==> config.mk <==
export PLATFORM = sky130hd
export DESIGN_NAME = alu_arbiter
export DESIGN_NICKNAME = d
export VERILOG_FILES = /design/src/rtl/alu_arb_pkg.sv /design/src/rtl/alu_arbiter_alu.sv /design/src/rtl/alu_arbiter.sv
export SDC_FILE = /design/constraint.sdc
export NUM_CORES = 1
export LEC_CHECK = 0
export ABC_CLOCK_PERIOD_IN_PS = 12000
export CORE_MARGIN = 2
export CORE_UTILIZATION = 25
export CTS_CLUSTER_DIAMETER = 50
export CTS_CLUSTER_SIZE = 14
export DETAILED_ROUTE_END_ITERATION = 10
export PLACE_DENSITY_LB_ADDON = 0.05
export SYNTH_ARGS = -nofsm -noshare
export SYNTH_HDL_FRONTEND = slang
export SYNTH_SLANG_ARGS = --single-unit
export TNS_END_PERCENT = 30
==> constraint.sdc <==
create_clock -name i_clk -period 12 [get_ports i_clk]
set_input_delay 1.2 -clock i_clk [delete_from_list [all_inputs] [get_ports i_clk]]
set_output_delay 1.2 -clock i_clk [all_outputs]
set_load 0.01 [all_outputs]
==> src/rtl/alu_arb_pkg.sv <==
// Shared encodings for the ALU arbiter: operation codes and arbiter state.
package alu_arb_pkg;

  typedef enum logic {
    OP_ADD  = 1'b0,
    OP_NAND = 1'b1
  } op_e;

  typedef enum logic {
    ARB    = 1'b0,
    LOCKED = 1'b1
  } state_e;

endpackage

==> src/rtl/alu_arbiter_alu.sv <==
// Single combinational ALU: wrapping ADD or bitwise NAND, plus operand equality.
module alu_arbiter_alu
  import alu_arb_pkg::*;
#(
  parameter int p_WORD_LEN = 16
) (
  input  logic                  i_op,
  input  logic [p_WORD_LEN-1:0] i_a,
  input  logic [p_WORD_LEN-1:0] i_b,
  output logic [p_WORD_LEN-1:0] o_out,
  output logic                  o_eq
);

  // Result select; the sum is truncated to the word width so the carry is dropped.
  always_comb begin
    o_out = i_a + i_b;
    if (op_e'(i_op) == OP_NAND) begin
      o_out = ~(i_a & i_b);
    end
    o_eq = (i_a == i_b);
  end

endmodule

==> src/rtl/alu_arbiter.sv <==
// Round-robin arbiter with per-requester grant locking in front of one shared ALU.
// A single registered response stage; a new request is accepted whenever that
// stage is empty or being drained in the same cycle.
module alu_arbiter
  import alu_arb_pkg::*;
#(
  parameter int p_WORD_LEN = 16,
  parameter int p_NUM_REQ  = 4,
  parameter int p_ID_W     = $clog2(p_NUM_REQ)
) (
  input  logic                            i_clk,
  input  logic                            i_rst,
  input  logic [p_NUM_REQ-1:0]            i_req_valid,
  output logic [p_NUM_REQ-1:0]            o_req_ready,
  input  logic [p_NUM_REQ-1:0]            i_req_op,
  input  logic [p_NUM_REQ-1:0]            i_req_lock,
  input  logic [p_NUM_REQ*p_WORD_LEN-1:0] i_req_a,
  input  logic [p_NUM_REQ*p_WORD_LEN-1:0] i_req_b,
  output logic                            o_rsp_valid,
  input  logic                            i_rsp_ready,
  output logic [p_ID_W-1:0]               o_rsp_id,
  output logic [p_WORD_LEN-1:0]           o_rsp_out,
  output logic                            o_rsp_eq
);

  // Returns {found, id}: first valid requester searching upward from ptr, wrapping.
  function automatic logic [p_ID_W:0] rr_pick(input logic [p_NUM_REQ-1:0] vld,
                                             input logic [p_ID_W-1:0]    ptr);
    logic              found;
    logic [p_ID_W-1:0] id;
    int                idx;
    found = 1'b0;
    id    = '0;
    for (int i = 0; i < p_NUM_REQ; i++) begin
      idx = (int'(ptr) + i) % p_NUM_REQ;
      if (!found && vld[idx]) begin
        found = 1'b1;
        id    = p_ID_W'(idx);
      end
    end
    return {found, id};
  endfunction

  state_e                state_q, state_d;
  logic [p_ID_W-1:0]     rr_ptr_q, rr_ptr_d;
  logic [p_ID_W-1:0]     lock_id_q, lock_id_d;
  logic                  rsp_valid_q, rsp_valid_d;
  logic [p_ID_W-1:0]     rsp_id_q, rsp_id_d;
  logic [p_WORD_LEN-1:0] rsp_out_q, rsp_out_d;
  logic                  rsp_eq_q, rsp_eq_d;

  logic                  can_accept;
  logic [p_ID_W:0]       pick;
  logic                  gnt_vld;
  logic [p_ID_W-1:0]     gnt_id;
  logic                  xfer;
  logic [p_WORD_LEN-1:0] a_sel, b_sel;
  logic                  op_sel;
  logic [p_WORD_LEN-1:0] alu_out;
  logic                  alu_eq;

  // Grant selection: round-robin in ARB, only the lock owner in LOCKED; data-independent.
  always_comb begin
    can_accept = !rsp_valid_q || i_rsp_ready;
    pick       = rr_pick(i_req_valid, rr_ptr_q);
    gnt_vld    = 1'b0;
    gnt_id     = '0;
    if (state_q == ARB) begin
      gnt_vld = pick[p_ID_W];
      gnt_id  = pick[p_ID_W-1:0];
    end else begin
      gnt_vld = i_req_valid[lock_id_q];
      gnt_id  = lock_id_q;
    end
    xfer        = gnt_vld && can_accept && !i_rst;
    o_req_ready = xfer ? (p_NUM_REQ'(1) << gnt_id) : '0;
  end

  // Operand mux feeding the shared ALU from the granted requester's slice.
  always_comb begin
    a_sel  = '0;
    b_sel  = '0;
    op_sel = 1'b0;
    for (int k = 0; k < p_NUM_REQ; k++) begin
      if (p_ID_W'(k) == gnt_id) begin
        a_sel  = i_req_a[k*p_WORD_LEN +: p_WORD_LEN];
        b_sel  = i_req_b[k*p_WORD_LEN +: p_WORD_LEN];
        op_sel = i_req_op[k];
      end
    end
  end

  alu_arbiter_alu #(
    .p_WORD_LEN(p_WORD_LEN)
  ) u_alu (
    .i_op (op_sel),
    .i_a  (a_sel),
    .i_b  (b_sel),
    .o_out(alu_out),
    .o_eq (alu_eq)
  );

  // Next state: lock/unlock on accepted transfers, response load/drain/hold.
  always_comb begin
    state_d     = state_q;
    rr_ptr_d    = rr_ptr_q;
    lock_id_d   = lock_id_q;
    rsp_valid_d = rsp_valid_q;
    rsp_id_d    = rsp_id_q;
    rsp_out_d   = rsp_out_q;
    rsp_eq_d    = rsp_eq_q;
    if (xfer) begin
      if (i_req_lock[gnt_id]) begin
        state_d   = LOCKED;
        lock_id_d = gnt_id;
      end else begin
        state_d  = ARB;
        rr_ptr_d = (gnt_id == p_ID_W'(p_NUM_REQ - 1)) ? '0 : gnt_id + p_ID_W'(1);
      end
      rsp_valid_d = 1'b1;
      rsp_id_d    = gnt_id;
      rsp_out_d   = alu_out;
      rsp_eq_d    = alu_eq;
    end else if (i_rsp_ready) begin
      rsp_valid_d = 1'b0;
    end
  end

  // State and response registers; reset discards any lock and pending response.
  always_ff @(posedge i_clk) begin
    if (i_rst) begin
      state_q     <= ARB;
      rr_ptr_q    <= '0;
      lock_id_q   <= '0;
      rsp_valid_q <= 1'b0;
      rsp_id_q    <= '0;
      rsp_out_q   <= '0;
      rsp_eq_q    <= 1'b0;
    end else begin
      state_q     <= state_d;
      rr_ptr_q    <= rr_ptr_d;
      lock_id_q   <= lock_id_d;
      rsp_valid_q <= rsp_valid_d;
      rsp_id_q    <= rsp_id_d;
      rsp_out_q   <= rsp_out_d;
      rsp_eq_q    <= rsp_eq_d;
    end
  end

  assign o_rsp_valid = rsp_valid_q;
  assign o_rsp_id    = rsp_id_q;
  assign o_rsp_out   = rsp_out_q;
  assign o_rsp_eq    = rsp_eq_q;

endmodule
==> implementation parameters <==
Parameter                              Value

Outcome
  Run status    finished, final reports clean

Die
  Die Y-Extent    116 µm
  Die width    116 µm
  Placeable core region    12,100 µm²
  I/O pin total    167
  FP Rows    40
  Initial Util    0.258
  Die Footprint    13,400 µm²

Routing
  Drt drc    0
  First-pass detailed-route iteration total    4
  Routed via count    3,901
  Via-to-Cell Ratio    4.99
  Routed wire length    12,600 µm
  Number of DRC markers in iteration 0    132
  Drt wl/cell    16.1 µm
  Number of antenna-violating nets in the routed design    0

Min path
  Class of the tightest hold or removal check    flop to flop
  Worst hold stages    2

Synth
  Largest cells by area after synthesis    dfxtp_1, a21oi_1, o21ai_0, ha_1, a22oi_1
  Post-synthesis cell count    477
  Average size of a mapped cell    6.56 µm²
  Cell type with the highest aggregate area in the netlist    dfxtp_1
  Total of flip-flops plus latches after synthesis    25
  Synth unique cells    54
  Top flip-flop cell by instance count after synthesis    dfxtp_1
  Count of flip-flops with a built-in enable after synthesis    0
  Synthesized Nets    641
  Top cell types by occurrence after synthesis    nor2_1, a21oi_1, nand2_1
  Dominant cell by count in the synthesized netlist    nor2_1
  Total number of yosys warnings    0
  Share of async-settable or async-resettable flops after synthesis    0
  Sequential area share after synthesis    0.160
  Synthesized area    3130 µm²
  Portion of synthesized cell area occupied by the leading cell type    0.160

Job
  Max Cap Viol    0

Global routing
  Aggregate global routing overflow    0
  Overall routing resource usage    0.183
  Initial antenna violation count    0
  First-pass GRT wire length    19,700 µm
  Number of global-route vias before repair    3,863
  Maximum number of pins on one net before global-route repair    69

Critical path
  RR Endpoint    o_rsp_out[13]
  Element type at the critical path end    flop
  Critical Path Source Type    input port
  Critical path data required time    12.15 ns
  Cell count of the worst reg-to-reg path    18
  Register-to-register setup slack    6.84 ns
  Critical path launch point    i_req_valid[1]
  R2R Path Start    rr_ptr_q[0]
  Crit path kind    input port to flop
  Data arrival time of the worst path    6.37 ns
  End point of the critical path    o_rsp_out[13]
  Maximum fanout count along the critical path    36

Clock tree
  Count of hold buffers inserted by post-cts repair    0
  # H-tree levels    1
  Post-CTS Resized    0
  Clock latency reported for the late side of the worst-skew pair    0.26 ns
  Root buffer selected by CTS    clkbuf_16
  Maximum clock path buffer count    2
  Clock input transition at the sequential cells of the worst setup and hold paths    0.07 ns
  Number of buffers added for setup after CTS    0
  CTS tree    built
  Number of buffers added by the clock tree synthesis step    3
  CTS sink cnt    25

Timing
  Count of final setup violators    0
  Slew margin rel.    0.313
  Worst Max-Slew Pin Slew    1.03 ns
  Setup repair after global routing missed its margin    false
  Highest achievable clock rate    161 MHz
  Number of pins with negative max-slew slack in the final report    0
  Fraction of the cycle the final worst path needs    0.518
  Hold Vio Cnt, Final    0
  Clock Skew    0.00318 ns
  Post-layout min period    6.22 ns
  Final total negative setup slack    0 ns

Power and ir drop
  Cell leakage power    1.87 nW
  Pwr per Cell Area    258 nW/µm²
  Peak supply drop    0.0000638 V

Final layout
  Core utilization of the finished layout    0.410
  Combined area of the multi-input logic cells    2460 µm²
  Area growth from synthesis to layout    58.9%
  Layout cell share with drive strength beyond 1    0.0326
  Total number of nets in the final design    779
  # diodes    0
  Count of fill cells added during filler insertion    1,299
  Sequential standard cell area    500 µm²
  Area of all placed cells without fillers    4970 µm²

Placed design
  Final weighted congestion in routability-driven placement    0.889
  Cell area after placement    4890 µm²
  Placed wire-length estimate    10,300 µm
  Port Buffer Count    166
==> sequential cells by signal, indices dropped and copies added (netlist names) <==
register and cells:
o_rsp_out 16, lock_id_q 2, o_rsp_id 2, rr_ptr_q 2
o_rsp_eq 1, o_rsp_valid 1, state_q 1
==> report_power, final <==
part / switching (W) / internal (W) / total, W
logic: 0.000628 / 0.000438 / 0.00107
clock network: 0.0000328 / 0.0000461 / 0.0000789
registers: 0.0000221 / 0.000115 / 0.000137
==> worst max-delay path: stages <==
cell and delay, ns:
clkdlybuf4s50_1 0.54, nand2b_1 0.13, a21oi_1 0.07, o41ai_2 0.87, ha_1 0.31, buf_4 0.35, nor2b_2 0.17, buf_4 0.25
a22oi_1 0.18, nor2_1 0.05, a21oi_1 0.14, o21ai_0 0.10, ha_1 0.43, a21o_1 0.16, nand4_1 0.17, a2111oi_0 0.74
nor3_1 0.18, mux2i_1 0.16, a2bb2oi_1 0.15
==> cell families (layout without fill, tap and decap cells) <==
kind of cell,count (synthesis),in the layout,synth area share
compound gates,192,192,0.379
xor+xnor,6,6,0.0168
fa+ha+maj,21,21,0.0840
buf+inv,43,180,0.0556
flops,25,25,0.160
mux,11,11,0.0420
simple gates,179,179,0.263
==> per-layer routing <==
| layer | GRT usage | part of all wire | vias to the layer above |
|---|---|---|---|
| li1 | - | - | 2031 |
| met1 | 0.248 | 0.47 | 1731 |
| met2 | 0.299 | 0.44 | 133 |
| met3 | 0.0502 | 0.084 | 6 |
| met4 | 0.0262 | 0.0068 | 0 |
| met5 | 0 | 0 | - |
==> how the worst min path moves through the flow <==
stage,start,to,slack [ns]
2_1_floorplan,o_rsp_out[13],o_rsp_out[13],0.48
3_3_place_gp,o_rsp_id[1],o_rsp_id[1],0.45
3_5_place_dp,o_rsp_out[13],o_rsp_out[13],0.45
4_1_cts,o_rsp_out[13],o_rsp_out[13],0.46
5_1_grt,o_rsp_id[1],o_rsp_id[1],0.48
6_report,o_rsp_out[13],o_rsp_out[13],0.45
==> per-stage QoR <==
| stage | total power [W] | setup WS (ns) | hold WS [ns] | std cells |
|---|---|---|---|---|
| after floorplan | 0.000878 | 7.03 | 0.475 | 477 |
| after global placement | 0.00120 | 5.60 | 0.452 | 778 |
| after detailed placement | 0.00120 | 5.53 | 0.446 | 778 |
| after CTS | 0.00128 | 5.75 | 0.456 | 782 |
| after global routing | 0.00142 | 5.22 | 0.479 | 782 |
| final | 0.00128 | 5.78 | 0.450 | 782 |
==> cell usage in the layout (no fill, tap or decap), types with 2 or more instances in the layout <==
master and count:
xnor2_1 3, o31a_1 2, buf_4 4, nand3_1 9, a21o_1 5, ha_2 2, nor2b_1 3, a22oi_1 32
nor2_1 63, a31oi_1 7, clkdlybuf4s50_1 166, and3_1 3, o211ai_1 3, nand2_1 58, ha_1 19, and2_1 5
inv_1 6, mux2i_1 9, nor4_1 4, nand4_1 4, o21a_1 6, a21oi_1 61, nor3_1 13, o31ai_1 3
o21ai_0 53, nor2b_2 2, dfxtp_1 25, nand2b_1 7, a211oi_1 6, a31o_2 2, clkbuf_16 3, xor2_1 3
==> area by class of cell <==
| type | count | area share |
|---|---|---|
| clock inverters | 1 | 0.00176 |
| flip-flops and latches | 25 | 0.101 |
| well taps | 168 | 0.0423 |
| repair buffers | 170 | 0.340 |
| multi-input cells | 409 | 0.495 |
| inverters | 6 | 0.00453 |
| clock buffers | 3 | 0.0151 |
Note: power is estimated with default switching activity, not from simulation.
